===== src/rtl/alarm_keypad_if.sv =====
// Signal bundle between the keypad front end and alarm_keypad.
// Key and command strobes go in; arm status and result pulses come out.
interface alarm_keypad_if;
  logic       key_valid;
  logic [3:0] key_digit;
  logic       cmd_away;
  logic       cmd_stay;
  logic       cmd_off;
  logic       alarm_set;
  logic       alarm_stay;
  logic       exiting;
  logic       locked;
  logic       code_ok;
  logic       bad_code;

  modport master (
    output key_valid, key_digit, cmd_away, cmd_stay, cmd_off,
    input  alarm_set, alarm_stay, exiting, locked, code_ok, bad_code
  );

  modport slave (
    input  key_valid, key_digit, cmd_away, cmd_stay, cmd_off,
    output alarm_set, alarm_stay, exiting, locked, code_ok, bad_code
  );
endinterface


===== src/rtl/alarm_keypad.sv =====
// Keypad code checker and arm/disarm FSM with an exit delay.
// Define LOCKOUT_EN to add the failed-attempt keypad lockout.
module alarm_keypad #(
  parameter logic [15:0] CODE     = 16'h1234,
  parameter int          EXIT_DLY = 8,
  parameter int          MAX_FAIL = 3,
  parameter int          LOCK_CYC = 16
) (
  input  logic          clk,
  input  logic          rst_n,
  alarm_keypad_if.slave kp
);

  typedef enum logic [1:0] {DISARMED, EXIT, ARMED} state_t;

  localparam logic [7:0] EXIT_LOAD = 8'(EXIT_DLY);

  state_t      state_q, state_d;
  logic [15:0] buf_q, buf_d;
  logic [2:0]  count_q, count_d;
  logic        stay_q, stay_d;
  logic [7:0]  exit_cnt_q, exit_cnt_d;
  logic        ok_q, ok_d;
  logic        bad_q, bad_d;
  logic        set_q, set_d;
  logic        astay_q, astay_d;
  logic        exiting_q, exiting_d;
  logic        cmd_any;
  logic        match;
  logic        lock_active;

  assign cmd_any = kp.cmd_off | kp.cmd_away | kp.cmd_stay;
  assign match   = (count_q == 3'd4) && (buf_q == CODE);

`ifdef LOCKOUT_EN
  localparam logic [2:0] FAIL_LIM  = 3'(MAX_FAIL);
  localparam logic [7:0] LOCK_LOAD = 8'(LOCK_CYC);

  logic [2:0] fail_q, fail_d;
  logic [7:0] lock_q, lock_d;

  assign lock_active = (lock_q != 8'd0);

  // Lockout entry is keyed off the same-cycle result pulse, so the
  // command that trips it is still reported as bad_code.
  always_comb begin
    fail_d = fail_q;
    lock_d = lock_q;
    if (lock_active) begin
      lock_d = lock_q - 8'd1;
    end else if (ok_d) begin
      fail_d = 3'd0;
    end else if (bad_d) begin
      if (fail_q + 3'd1 == FAIL_LIM) begin
        fail_d = 3'd0;
        lock_d = LOCK_LOAD;
      end else begin
        fail_d = fail_q + 3'd1;
      end
    end
  end

  always_ff @(posedge clk or negedge rst_n) begin
    if (!rst_n) begin
      fail_q <= 3'd0;
      lock_q <= 8'd0;
    end else begin
      fail_q <= fail_d;
      lock_q <= lock_d;
    end
  end
`else
  // Lockout compiled out; constant 0 for any legal MAX_FAIL/LOCK_CYC.
  assign lock_active = (MAX_FAIL == 0) && (LOCK_CYC == 0);
`endif

  // While locked nothing moves, including a running exit countdown.
  always_comb begin
    state_d    = state_q;
    buf_d      = buf_q;
    count_d    = count_q;
    stay_d     = stay_q;
    exit_cnt_d = exit_cnt_q;
    ok_d       = 1'b0;
    bad_d      = 1'b0;
    if (!lock_active) begin
      if (cmd_any) begin
        buf_d   = 16'h0000;
        count_d = 3'd0;
        if (kp.cmd_off) begin
          if (match) begin
            ok_d       = 1'b1;
            state_d    = DISARMED;
            stay_d     = 1'b0;
            exit_cnt_d = 8'd0;
          end else begin
            bad_d = 1'b1;
          end
        end else if (state_q == DISARMED) begin
          if (match) begin
            ok_d       = 1'b1;
            state_d    = EXIT;
            stay_d     = ~kp.cmd_away;
            exit_cnt_d = EXIT_LOAD;
          end else begin
            bad_d = 1'b1;
          end
        end
      end else if (kp.key_valid && (kp.key_digit <= 4'd9)) begin
        buf_d = {buf_q[11:0], kp.key_digit};
        if (count_q != 3'd4) begin
          count_d = count_q + 3'd1;
        end
      end
      if ((state_q == EXIT) && (state_d == EXIT)) begin
        exit_cnt_d = exit_cnt_q - 8'd1;
        if (exit_cnt_q == 8'd1) begin
          state_d = ARMED;
        end
      end
    end
    set_d     = (state_d == ARMED);
    astay_d   = (state_d == ARMED) && stay_d;
    exiting_d = (state_d == EXIT);
  end

  always_ff @(posedge clk or negedge rst_n) begin
    if (!rst_n) begin
      state_q    <= DISARMED;
      buf_q      <= 16'h0000;
      count_q    <= 3'd0;
      stay_q     <= 1'b0;
      exit_cnt_q <= 8'd0;
      ok_q       <= 1'b0;
      bad_q      <= 1'b0;
      set_q      <= 1'b0;
      astay_q    <= 1'b0;
      exiting_q  <= 1'b0;
    end else begin
      state_q    <= state_d;
      buf_q      <= buf_d;
      count_q    <= count_d;
      stay_q     <= stay_d;
      exit_cnt_q <= exit_cnt_d;
      ok_q       <= ok_d;
      bad_q      <= bad_d;
      set_q      <= set_d;
      astay_q    <= astay_d;
      exiting_q  <= exiting_d;
    end
  end

  assign kp.alarm_set  = set_q;
  assign kp.alarm_stay = astay_q;
  assign kp.exiting    = exiting_q;
  assign kp.locked     = lock_active;
  assign kp.code_ok    = ok_q;
  assign kp.bad_code   = bad_q;

endmodule


===== src/flat_wrapper.sv =====
// flat-port wrapper written by rule: the top's interface ports become plain ports
module alarm_keypad_flat 
#(
  parameter logic [15:0] CODE     = 16'h1234,
  parameter int          EXIT_DLY = 8,
  parameter int          MAX_FAIL = 3,
  parameter int          LOCK_CYC = 16
)
  (clk, rst_n, kp_key_valid, kp_key_digit, kp_cmd_away, kp_cmd_stay, kp_cmd_off, kp_alarm_set, kp_alarm_stay, kp_exiting, kp_locked, kp_code_ok, kp_bad_code);
  alarm_keypad_if kp_i ();
  input  logic clk;
  input  logic rst_n;
  input wire logic [$bits(kp_i.key_valid)-1:0] kp_key_valid;
  input wire logic [$bits(kp_i.key_digit)-1:0] kp_key_digit;
  input wire logic [$bits(kp_i.cmd_away)-1:0] kp_cmd_away;
  input wire logic [$bits(kp_i.cmd_stay)-1:0] kp_cmd_stay;
  input wire logic [$bits(kp_i.cmd_off)-1:0] kp_cmd_off;
  output wire logic [$bits(kp_i.alarm_set)-1:0] kp_alarm_set;
  output wire logic [$bits(kp_i.alarm_stay)-1:0] kp_alarm_stay;
  output wire logic [$bits(kp_i.exiting)-1:0] kp_exiting;
  output wire logic [$bits(kp_i.locked)-1:0] kp_locked;
  output wire logic [$bits(kp_i.code_ok)-1:0] kp_code_ok;
  output wire logic [$bits(kp_i.bad_code)-1:0] kp_bad_code;
  assign kp_i.key_valid = kp_key_valid;
  assign kp_i.key_digit = kp_key_digit;
  assign kp_i.cmd_away = kp_cmd_away;
  assign kp_i.cmd_stay = kp_cmd_stay;
  assign kp_i.cmd_off = kp_cmd_off;
  assign kp_alarm_set = kp_i.alarm_set;
  assign kp_alarm_stay = kp_i.alarm_stay;
  assign kp_exiting = kp_i.exiting;
  assign kp_locked = kp_i.locked;
  assign kp_code_ok = kp_i.code_ok;
  assign kp_bad_code = kp_i.bad_code;
  alarm_keypad #(.CODE(CODE), .EXIT_DLY(EXIT_DLY), .MAX_FAIL(MAX_FAIL), .LOCK_CYC(LOCK_CYC)) u_core (.clk(clk), .rst_n(rst_n), .kp(kp_i));
endmodule

===== config.mk =====
export PLATFORM = sky130hd
export DESIGN_NAME = alarm_keypad_flat
export DESIGN_NICKNAME = d
export VERILOG_FILES = /design/src/rtl/alarm_keypad_if.sv /design/src/rtl/alarm_keypad.sv /design/src/flat_wrapper.sv
export SDC_FILE = /design/constraint.sdc
export NUM_CORES = 1
export LEC_CHECK = 0
export BUFFER_PORTS_ARGS = -buffer_cell sky130_fd_sc_hd__buf_2
export CORE_ASPECT_RATIO = 1.2
export CORE_MARGIN = 5
export CORE_UTILIZATION = 59
export DETAILED_ROUTE_END_ITERATION = 12
export PLACE_DENSITY_LB_ADDON = 0.15
export SYNTH_ARGS = -nofsm -noshare
export SYNTH_HDL_FRONTEND = slang
export SYNTH_SLANG_ARGS = --single-unit

===== constraint.sdc =====
create_clock -name clk -period 3.6 [get_ports clk]
set_input_delay 0.54 -clock clk [delete_from_list [all_inputs] [get_ports clk]]
set_output_delay 0.54 -clock clk [all_outputs]
set_load 0.02 [all_outputs]

Word level (Yosys, flattened, before mapping)
Index checks and enable logic that the tools add are counted.
Widths: inputs -> output; s select.

storage, ports and cells
  register bits = 35
  input bits = 10
  output and inout port bits = 6
  logic and storage cells = 67

operators by class
  add/sub/neg operators = 2
  order comparisons = 1
  eq/ne operators = 8
  multiplexer cells = 31
  bitwise gates (word level) = 3
  reduce and logical (&&, ||, !) cells = 12

operators by type and width
  cell                  count
  $mux 8                6
  $mux 16               2
  $eq 16x13->1 const B  1
  $mux 2                7
  $mux 1                13
  $mux 3                3
  $eq 8x1->1 const B    1
  $reduce_bool 2->1     4
  $sub 8x1->8 const B   1
  $eq 2x1->1 const B    3
  $le 4x4->1 const B    1
  $logic_and 1x1->1     4
  $add 3x1->3 const B   1
  $eq 3x3->1 const B    1
  $ne 3x3->1 const B    1
  $reduce_and 3->1      1
  $reduce_bool 3->1     1
  $eq 2x2->1 const B    1
  $logic_not 2->1       1
  $or 1x1->1            2
  $reduce_and 2->1      1
  $not 1->1             1

Depth between registers and ports, before layout
Gate-level depths: netlist of the first run.

  depth after elaboration = 11
  mapped depth = 7

Worst setup path before layout of the first run
OpenSTA, ideal clock, no wires.

  path type = register to register
  from = reg u_core.buf_q[0]
  to = reg u_core.exit_cnt_q[3]
  setup time = 118 ps
  data arrival time = 1599 ps
  data required time = 3482 ps
  slack = 1883 ps
  cell stages (with the launch flop) = 6
  buffers on the path = 0
  period minus slack after synthesis = 1717 ps
  cells stage by stage = dfrtp_1 > nor4b_2 > nand3_2 > o32a_1 > o21bai_1 > a21o_1

on the way
  cells in the longest elaborated chain, start to end = 10
  elaborated cells on any way between the ends = 14
  classes of those cells = eq/ne (2); mux (6); reduce/logical (6)

ends and longest elaborated chain
  item                                                                     line                 RTL
  start: declaration                                                       alarm_keypad.sv:19   logic [15:0] buf_q, buf_d;
  start signal: assignment                                                 alarm_keypad.sv:141  buf_q <= buf_d;
  $eq 16x13->1 (*)                                                         alarm_keypad.sv:33   assign match = (count_q == 3'd4) && (buf_q == CODE);
  $logic_and 1x1->1 (*)                                                    alarm_keypad.sv:33
  $mux 2                                                                   alarm_keypad.sv:100  if (match) begin
  $mux 2                                                                   alarm_keypad.sv:99   end else if (state_q == DISARMED) begin
  $mux 2                                                                   alarm_keypad.sv:90   if (kp.cmd_off) begin
  $mux 2                                                                   alarm_keypad.sv:87   if (cmd_any) begin
  $eq 2x1->1                                                               alarm_keypad.sv:115  if ((state_q == EXIT) && (state_d == EXIT)) begin
  $logic_and 1x1->1                                                        alarm_keypad.sv:115
  $reduce_bool 3->1 (no line) / $reduce_bool 2->1 (equally long branches)  --
  $reduce_and 3->1 (no line)                                               --
  end signal: assignment                                                   alarm_keypad.sv:144  exit_cnt_q <= exit_cnt_d;
  end: declaration                                                         alarm_keypad.sv:22   logic [7:0] exit_cnt_q, exit_cnt_d;

Every way passes the cells marked *; elsewhere a longest branch is shown, timed or not.
A chain may end at the register's enable or synchronous reset.

Final worst setup path of the first run
  from = reg u_core.buf_q[0]
  to = reg u_core.exit_cnt_q[2]

Same word-level chain as after synthesis.

==> results of run 1 <==
-- layer usage --
metal  vias to the layer above  GRT usage, %
met4                         0          9.63
met5                         -             0
li1                        647             -
met3                         6          4.10
met2                        31          29.7
met1                       622          19.8
-- final timing paths --
kind | startpoint | endpoint | slack (ps) | cells past startpoint
worst min register to register | u_core.exit_cnt_q[3]$_DFFE_PN0P_ | u_core.exit_cnt_q[3]$_DFFE_PN0P_ | 530 | 1
worst min-delay path | rst_n | u_core.exit_cnt_q[4]$_DFFE_PN0P_ | 260 | 1
worst max register to register | u_core.buf_q[0]$_DFFE_PN0P_ | u_core.exit_cnt_q[2]$_DFFE_PN0P_ | 1600 | 5
max in group asynchronous | rst_n | u_core.exit_cnt_q[2]$_DFFE_PN0P_ | 2860 | 1
min in group clk | kp_key_digit[0] | u_core.buf_q[0]$_DFFE_PN0P_ | 420 | 3
worst max-delay path | u_core.buf_q[0]$_DFFE_PN0P_ | u_core.exit_cnt_q[2]$_DFFE_PN0P_ | 1600 | 5
-- sequential cells by signal (all words and copies together) (netlist names) --
name / count
u_core.buf_q: 16
u_core.count_q: 3
u_core.stay_q: 1
u_core.kp.code_ok: 1
u_core.state_q: 2
u_core.kp.alarm_set: 1
u_core.kp.alarm_stay: 1
u_core.kp.bad_code: 1
u_core.exit_cnt_q: 8
u_core.kp.exiting: 1
-- metrics by stage --
stage                     power, mW  cells  hold WS (ps)  util [%]  worst slack [ps]
final                         0.741    229           262      66.8              1600
after global routing          0.775    229           293      66.8              1450
after CTS                     0.745    229           283      66.8              1590
after detailed placement      0.453    221           497      63.7              1590
after global placement        0.452    221           494      63.7              1660
after floorplan               0.434    180           244         -              1880
-- power groups by stage --
| stage | registers [mW] | logic (mW) | clock network (mW) |
|---|---|---|---|
| 3_5_place_dp | 0.407 | 0.0459 | 0 |
| 2_1_floorplan | 0.409 | 0.0251 | 0 |
| 6_report | 0.399 | 0.0455 | 0.296 |
| 3_3_place_gp | 0.407 | 0.0447 | 0 |
| 4_1_cts | 0.399 | 0.0462 | 0.300 |
| 5_1_grt | 0.400 | 0.0514 | 0.324 |
-- synth_stat cells, drive strengths merged --
library cell | instances | area share (%)
a211o | 4 | 2.1
a21o | 2 | 0.88
a21oi | 21 | 6.2
a311oi | 1 | 0.52
a31oi | 1 | 0.37
and2 | 1 | 0.37
and4b | 1 | 0.59
buf | 2 | 1.1
clkbuf | 5 | 1.1
conb | 1 | 0.22
dfrtp | 35 | 52
ha | 4 | 2.9
inv | 9 | 2.0
mux2i | 2 | 1.2
nand2 | 39 | 8.6
nand3 | 4 | 1.8
nand3b | 1 | 0.44
nand4 | 2 | 0.74
nor2 | 13 | 2.9
nor2b | 1 | 0.37
nor3 | 8 | 2.4
nor3b | 3 | 1.3
nor4 | 2 | 1.1
nor4b | 2 | 1.8
o211ai | 1 | 0.44
o21ai | 4 | 1.2
o21bai | 1 | 0.44
o22ai | 1 | 0.37
o311ai | 1 | 1.5
o31ai | 1 | 0.44
o32a | 1 | 0.59
or2 | 1 | 0.37
or3 | 2 | 0.74
or4 | 1 | 0.44
xnor2 | 1 | 0.52
xor2 | 1 | 0.52
-- worst register-to-register path, delay by kind of cell (launching register included) --
family | cells | cell delay [ps]
compound gates | 2 | 830
simple gates | 3 | 640
flops | 1 | 420
-- cells by family (layout without fill, tap and decap cells) --
family | Yosys count | in the layout | share of synthesized area [%]
and+or+nand+nor | 81 | 81 | 23.9
AOI/OAI and AO/OA | 39 | 39 | 15.0
DFF | 35 | 35 | 51.5
buffers and inverters | 16 | 31 | 4.20
adders and majority gates | 4 | 4 | 2.95
xor gates and xnor gates | 2 | 2 | 1.03
muxes | 2 | 2 | 1.18
other | 1 | 1 | 0.221
-- area by class of cell --
type | count | area [um2] | area share, %
Sequential cell | 35 | 876 | 47.1
Clock buffer | 6 | 51.3 | 2.76
Clock inverter | 2 | 35.0 | 1.88
Timing Repair Buffer | 14 | 70.1 | 3.77
Multi-Input combinational cell | 129 | 752 | 40.4
Inverter | 9 | 33.8 | 1.82
Tap cell | 34 | 42.5 | 2.29
==> summary.txt, run 1 <==
Clock tree
  • Hold buffer count at CTS: 0
  • Clock Pin Slew Worst Setup and Hold Paths: 110 ps
  • Clk_lat worst skew: 340 ps
  • Clock Sinks: 35
  • CTS tree: built
  • CTS resizes: 0
  • H-tree level count: 2
  • Root Buffer: clkbuf_4
  • Post-CTS Setup Inserts: 0
  • TritonCTS Buffers: 5
  • CTS max path bufs: 2

STA
  • Worst-Margin Slew: 755 ps
  • Final hold vios: 0
  • Slew headroom: between 40% and 50%
  • Final setup fails: 0
  • Clock Skews: 7.17 ps
  • TNS Setup: 0 ps
  • Fmax: between 0.4 and 0.5 GHz
  • Crit path time final: between 2000 and 2500 ps
  • Slew Viols, Final: 0
  • Crit share post-route: a little under three fifths
  • Unrepaired setup endpoints after global routing: no

Flow run
  • MaxCap Viol Count: 0

Floorplanning
  • I/O pin count: 16
  • Core ar.: around 0.0028 mm2
  • Initial Utilization: 61.0%
  • Die height: roughly 70 um
  • Die ar.: 0.00406 mm2
  • FP Rows: 21
  • DIE WIDTH: 59.0 um

Drt
  • Routed vias: approximately 1300
  • # DRC: 0
  • Wire length per cell: 13.3 um
  • Routed length on met3: 136 um
  • Metal2 WL: 1580 um
  • M1 WL: 1270 um
  • Detailed Route Iter0 Violations: 45
  • Vias per inst: about 5.7
  • Final wirelength: 3040 um
  • Highest metal used: met4
  • Drt pass-1 iters: 4
  • Post-route ant nets: 0

Worst setup path
  • CP max stage cell: o311ai_4
  • Crit Path Class: reg -> reg
  • Crit path buf inv count: 0
  • Slowest Stage Delay on Critical Path: 550 ps
  • Endpoint type of the worst setup path: flop
  • CP Cell Sequence: nor4b_2 > nand3_2 > o311ai_4 > nor3b_1 > a211o_1
  • Crit-path max FO: 13
  • Req. time, crit path: between 3000 and 4000 ps
  • Worst EP arrival: 2230 ps
  • CP Launch Type: flop
  • Largest delay share family, worst path: compound AO/OA/AOI/OAI gates

Power and ir drop
  • Reg power frac: 53.9%
  • Switch Pwr: 167 uW
  • Max IR drop VDD: 334 uV
  • Net Sw Frac: 22.5%
  • Logic pwr share: 6.1%
  • Pleak: 0.855 nW
  • Power per Cell Area: 398 mW/mm2
  • Pint: 574 uW
  • Clock power share: 39.9%

GRT
  • Global route total overflow: 0
  • First-pass GRT wire length: 5190 um
  • Initial antenna violation count: 0
  • Vias in the first global route: 1192
  • Largest net degree at the start of global routing: 36
  • GRT Overall Usage: 17.3%

Yosys
  • Syn_nets: slightly below 200
  • Synthesized instance count: between 150 and 200
  • Syn Std Cell Area: ~0.0017 mm2
  • Synth warn: 0
  • Register area share after synthesis: 51.5%
  • Avg Synthesized Cell Area: 9.44 um2
  • Cell variety after synth: 39
  • Number of synthesized register bits: 35

Placement
  • Final HPWL DP: 2120 um
  • GPL Wtd Cong: 0.814
  • I/O Buffers: 14
  • Placed Area: 0.00177 mm2

Final layout
  • Layout fillers: ~240
  • Share of cells above drive strength 1: 14.9%
  • Most frequent cells in the layout: nand2_1 (39), dfrtp_1 (35), a21oi_1 (21)
  • Area Overhead vs Synth: 9.50%
  • Diodes inserted: 0
  • Leading cell type in the layout, fill and taps excluded: nand2_1
  • Final instance area: between 0.0015 and 0.002 mm2
  • Final nets: 208

Hold path
  • Type of the most critical hold path: in -> async

Run status
  • Outcome: completed
(Power assumes the default switching activity.)
==> run 2, diff against run 1 <==
--- a/config.mk
+++ b/config.mk
@@ -5,10 +5,11 @@
 export SDC_FILE = /design/constraint.sdc
 export NUM_CORES = 1
 export LEC_CHECK = 0
+export ABC_AREA = 1
 export BUFFER_PORTS_ARGS = -buffer_cell sky130_fd_sc_hd__buf_2
 export CORE_ASPECT_RATIO = 1.2
 export CORE_MARGIN = 5
-export CORE_UTILIZATION = 59
+export CORE_UTILIZATION = 58
 export DETAILED_ROUTE_END_ITERATION = 12
 export PLACE_DENSITY_LB_ADDON = 0.15
 export SYNTH_ARGS = -nofsm -noshare
==> constraint.sdc (replaced) <==
create_clock -name clk -period 2.1 [get_ports clk]
set_input_delay 0.315 -clock clk [delete_from_list [all_inputs] [get_ports clk]]
set_output_delay 0.315 -clock clk [all_outputs]
set_load 0.02 [all_outputs]
==> run 2 against run 1 <==
Net effect: first-iteration DRC count is 38% higher; count of clock-buffer cells in the layout is 1 higher; combinational power is 40% higher; critical path type unchanged.
==> summary.txt, run 2 <==
Clock tree
  • TritonCTS Buffers: 5 (unchanged)
  • CTS max path bufs: 2 (unchanged)
  • CTS tree: built
  • H-tree level count: 2 (unchanged)
  • Clk_lat worst skew: 350 ps (about the same)
  • Clock Pin Slew Worst Setup and Hold Paths: 110 ps (about the same)
  • Hold buffer count at CTS: 0 (unchanged)
  • Clock Sinks: 35 (unchanged)
  • Root Buffer: clkbuf_4
  • CTS resizes: 0 (unchanged)
  • Post-CTS Setup Inserts: 0 (unchanged)

STA
  • Slew headroom: 49.2% (-0.43 points)
  • TNS Setup: 0 ps (unchanged)
  • Fmax: 0.557 GHz (+11%)
  • Slew Viols, Final: 0 (unchanged)
  • Crit path time final: 1790 ps (-206 ps)
  • Final setup fails: 0 (unchanged)
  • Clock Skews: 6.63 ps (-0.541 ps)
  • Worst hold slack: 22.0 ps (-240 ps)
  • Final hold vios: 0 (unchanged)
  • Crit share post-route: 85.5% (+30 points)
  • Unrepaired setup endpoints after global routing: no
  • Worst-Margin Slew: 762 ps (+6.48 ps)

Worst setup path
  • Worst EP arrival: 2030 ps (-200 ps)
  • Crit Path Class: reg -> reg
  • CP Launch Type: flop
  • CP max stage cell: dfrtp_1
  • Slowest Stage Delay on Critical Path: 420 ps (-130 ps)
  • Most frequent CP cell: inv_1
  • Endpoint type of the worst setup path: flop
  • Crit-path max FO: 8 (-5)
  • CP Cell Sequence: inv_1 > ha_1 > nand2_1 > inv_1 > nand3_1 > nor2_2 > nand3_2 > nand2_4 > inv_1 > nand2_1 > o21ai_1
  • Req. time, crit path: 2330 ps (-1500 ps)

Final layout
  • Area of the multi-input gates: 714 um2 (-5.0%)
  • Area Overhead vs Synth: 8.84%
  • Largest register FFs: 16 (unchanged)
  • Final non-filler cell total: 240 (+4.8%)
  • Top flop regs: u_core.buf_q (16), u_core.exit_cnt_q (8), u_core.count_q (3)
  • Layout fillers: 227 (-7.0%)
  • Final instance area: 0.00191 mm2 (+2.6%)
  • Leading cell type in the layout, fill and taps excluded: dfrtp_1
  • Util after Layout: 66.7% (-0.13 points)
  • Diodes inserted: 0 (unchanged)
  • Register area: 876 um2 (unchanged)
  • Most frequent cells in the layout: dfrtp_1 (35), inv_1 (33), nand2_1 (24)
  • Reg with most FFs: u_core.buf_q
  • Final nets: 219 (+5.3%)
  • Share of cells above drive strength 1: 22.3% (+7.5 points)

GRT
  • Initial antenna violation count: 0 (unchanged)
  • Largest net degree at the start of global routing: 36 (unchanged)
  • Vias in the first global route: 1312 (+10%)
  • First-pass GRT wire length: 5620 um (+8.2%)
  • Global route total overflow: 0 (unchanged)
  • GRT Overall Usage: 17.6% (+0.26 points)

Yosys
  • Register area share after synthesis: 49.9% (-1.6 points)
  • Synth warn: 0 (unchanged)
  • Syn_nets: 201 (+3.6%)
  • Ys async rst share: 100% (unchanged)
  • Synth Area in Adders: 2.85% (-0.092 points)
  • Simple-gate share of the synthesized area: 22.2% (-1.7 points)
  • Xor and xnor fraction of the mapped netlist area: 2.00% (+0.97 points)
  • Multiplexer share of the synthesized area: 0% (-1.2 points)
  • Largest family of logic cells by synthesized area: simple AND/OR/NAND/NOR gates
  • Syn Std Cell Area: 0.00175 mm2 (+3.2%)
  • Top_reg_cell synth: dfrtp_1
  • Cell variety after synth: 29 (-26%)
  • Number of synthesized register bits: 35 (unchanged)
  • Count leader, synth: dfrtp_1
  • Synthesized instance count: 187 (+3.9%)
  • Leading cell types by count after synthesis: dfrtp_1 (35), inv_1 (33), nand2_1 (24)
  • Yosys top cell area share: 49.9% (-1.6 points)
  • Number of flops mapped to enable cells by yosys: 0 (unchanged)
  • Avg Synthesized Cell Area: 9.38 um2 (-0.62%)
  • Post-synthesis compound-gate area fraction: 13.5% (-1.5 points)
  • Synth top area cells: dfrtp_1 (50%), inv_1 (7.1%), o22ai_2 (6.4%)
  • Dominant cell type by area after synthesis: dfrtp_1

Floorplanning
  • I/O pin count: 16 (unchanged)
  • FP Rows: 21 (unchanged)
  • Die height: 70.2 um (+2.1%)
  • DIE WIDTH: 60.2 um (+2.1%)
  • Initial Utilization: 61.2% (+0.24 points)
  • Core ar.: 0.00286 mm2 (+2.8%)
  • Die ar.: 0.00423 mm2 (+4.2%)

Power and ir drop
  • Max IR drop VDD: 486 uV (+45%)
  • Pleak: 0.908 nW (+6.2%)
  • Power per Cell Area: 614 mW/mm2 (+54%)

Placement
  • I/O Buffers: 14 (unchanged)
  • Placed Area: 0.00184 mm2 (+3.5%)
  • Placed instance count: 232 (+5.0%)
  • GPL Wtd Cong: 0.877 (+7.8%)
  • Final HPWL DP: 2340 um (+10%)

Run status
  • Outcome: completed

Drt
  • Vias per inst: 5.37 (-5.8%)
  • Routed vias: 1289 (-1.3%)
  • Wire length per cell: 13.2 um (-0.35%)
  • Drt pass-1 iters: 4 (unchanged)
  • Final wirelength: 3180 um (+4.4%)
  • # DRC: 0 (unchanged)
  • Detailed Route Iter0 Violations: 62 (+38%)
  • Post-route ant nets: 0 (unchanged)

Hold path
  • Type of the most critical hold path: in -> async

Flow run
  • MaxCap Viol Count: 0 (unchanged)
-- run 2: changes by cell type after synthesis, moves of 5 or more --
| cell | delta |
|---|---|
| inv_1 | +24 |
| a21oi_1 | -18 |
| nand2_1 | -15 |
| nand3_1 | +15 |
| o22ai_2 | +9 |
| nor3_1 | -6 |
| clkbuf_1 | -5 |
| nor2_1 | +5 |
| o21ai_0 | +5 |
-- run 2: logic make-up (layout without fill, tap and decap cells) --
group | after synthesis | after routing
xor gates and xnor gates | 4 | 4
AOI/OAI and AO/OA | 31 | 31
DFF | 35 | 35
other | 1 | 1
adders and majority gates | 4 | 4
and+or+nand+nor | 74 | 74
buffers and inverters | 38 | 57
-- run 2: power breakdown --
group	internal [mW]	switching, mW	total [mW]	leakage, nW
Combinational	0.0184	0.0453	0.0637	0.425
Sequential	0.679	0.00354	0.682	0.446
Clock	0.195	0.230	0.426	0.0375
Total	0.892	0.279	1.17	0.908
-- run 2: layer usage --
layer / track usage, % / vias up / wire (um)
li1: - / 636 / -
met1: 21.4 / 620 / 1350
met2: 27.0 / 27 / 1600
met3: 7.18 / 6 / 173
met4: 7.39 / 0 / 52
met5: 0 / - / 0
-- run 2: worst max-delay path: cells and delay by family, from the launching register on --
family,cells,cell delay (ps)
adders and majority gates,1,150
buffers and inverters,3,280
DFF,1,420
and+or+nand+nor,6,760
AOI/OAI and AO/OA,1,70
-- run 2: cell type report --
| cell class | count | area share (%) |
|---|---|---|
| Clock buffer | 7 | 3.41 |
| Clock inverter | 1 | 0.393 |
| Inverter | 35 | 7.01 |
| Multi-Input combinational cell | 114 | 37.4 |
| Sequential cell | 35 | 45.9 |
| Tap cell | 34 | 2.23 |
| Timing Repair Buffer | 14 | 3.67 |
-- run 2: path summary, 6_finish.rpt --
path | depth (start not counted) | startpoint | to | slack [ps]
min in group clk | 3 | kp_key_digit[0] | u_core.buf_q[0]$_DFFE_PN0P_ | 210
max in group asynchronous | 1 | rst_n | u_core.buf_q[8]$_DFFE_PN0P_ | 1590
hold reg to reg | 2 | u_core.buf_q[15]$_DFFE_PN0P_ | u_core.buf_q[15]$_DFFE_PN0P_ | 500
setup / recovery | 11 | u_core.count_q[0]$_DFFE_PN0P_ | u_core.exit_cnt_q[0]$_DFFE_PN0P_ | 310
setup reg to reg | 11 | u_core.count_q[0]$_DFFE_PN0P_ | u_core.exit_cnt_q[0]$_DFFE_PN0P_ | 310
hold / removal | 1 | rst_n | u_core.exit_cnt_q[5]$_DFFE_PN0P_ | 20
-- run 2: metrics by stage --
stage | power (mW) | setup WS, ps
floorplan | 0.732 | 589
global placement | 0.758 | 424
detailed placement | 0.760 | 351
CTS | 1.18 | 312
global route | 1.22 | 113
finish | 1.17 | 305
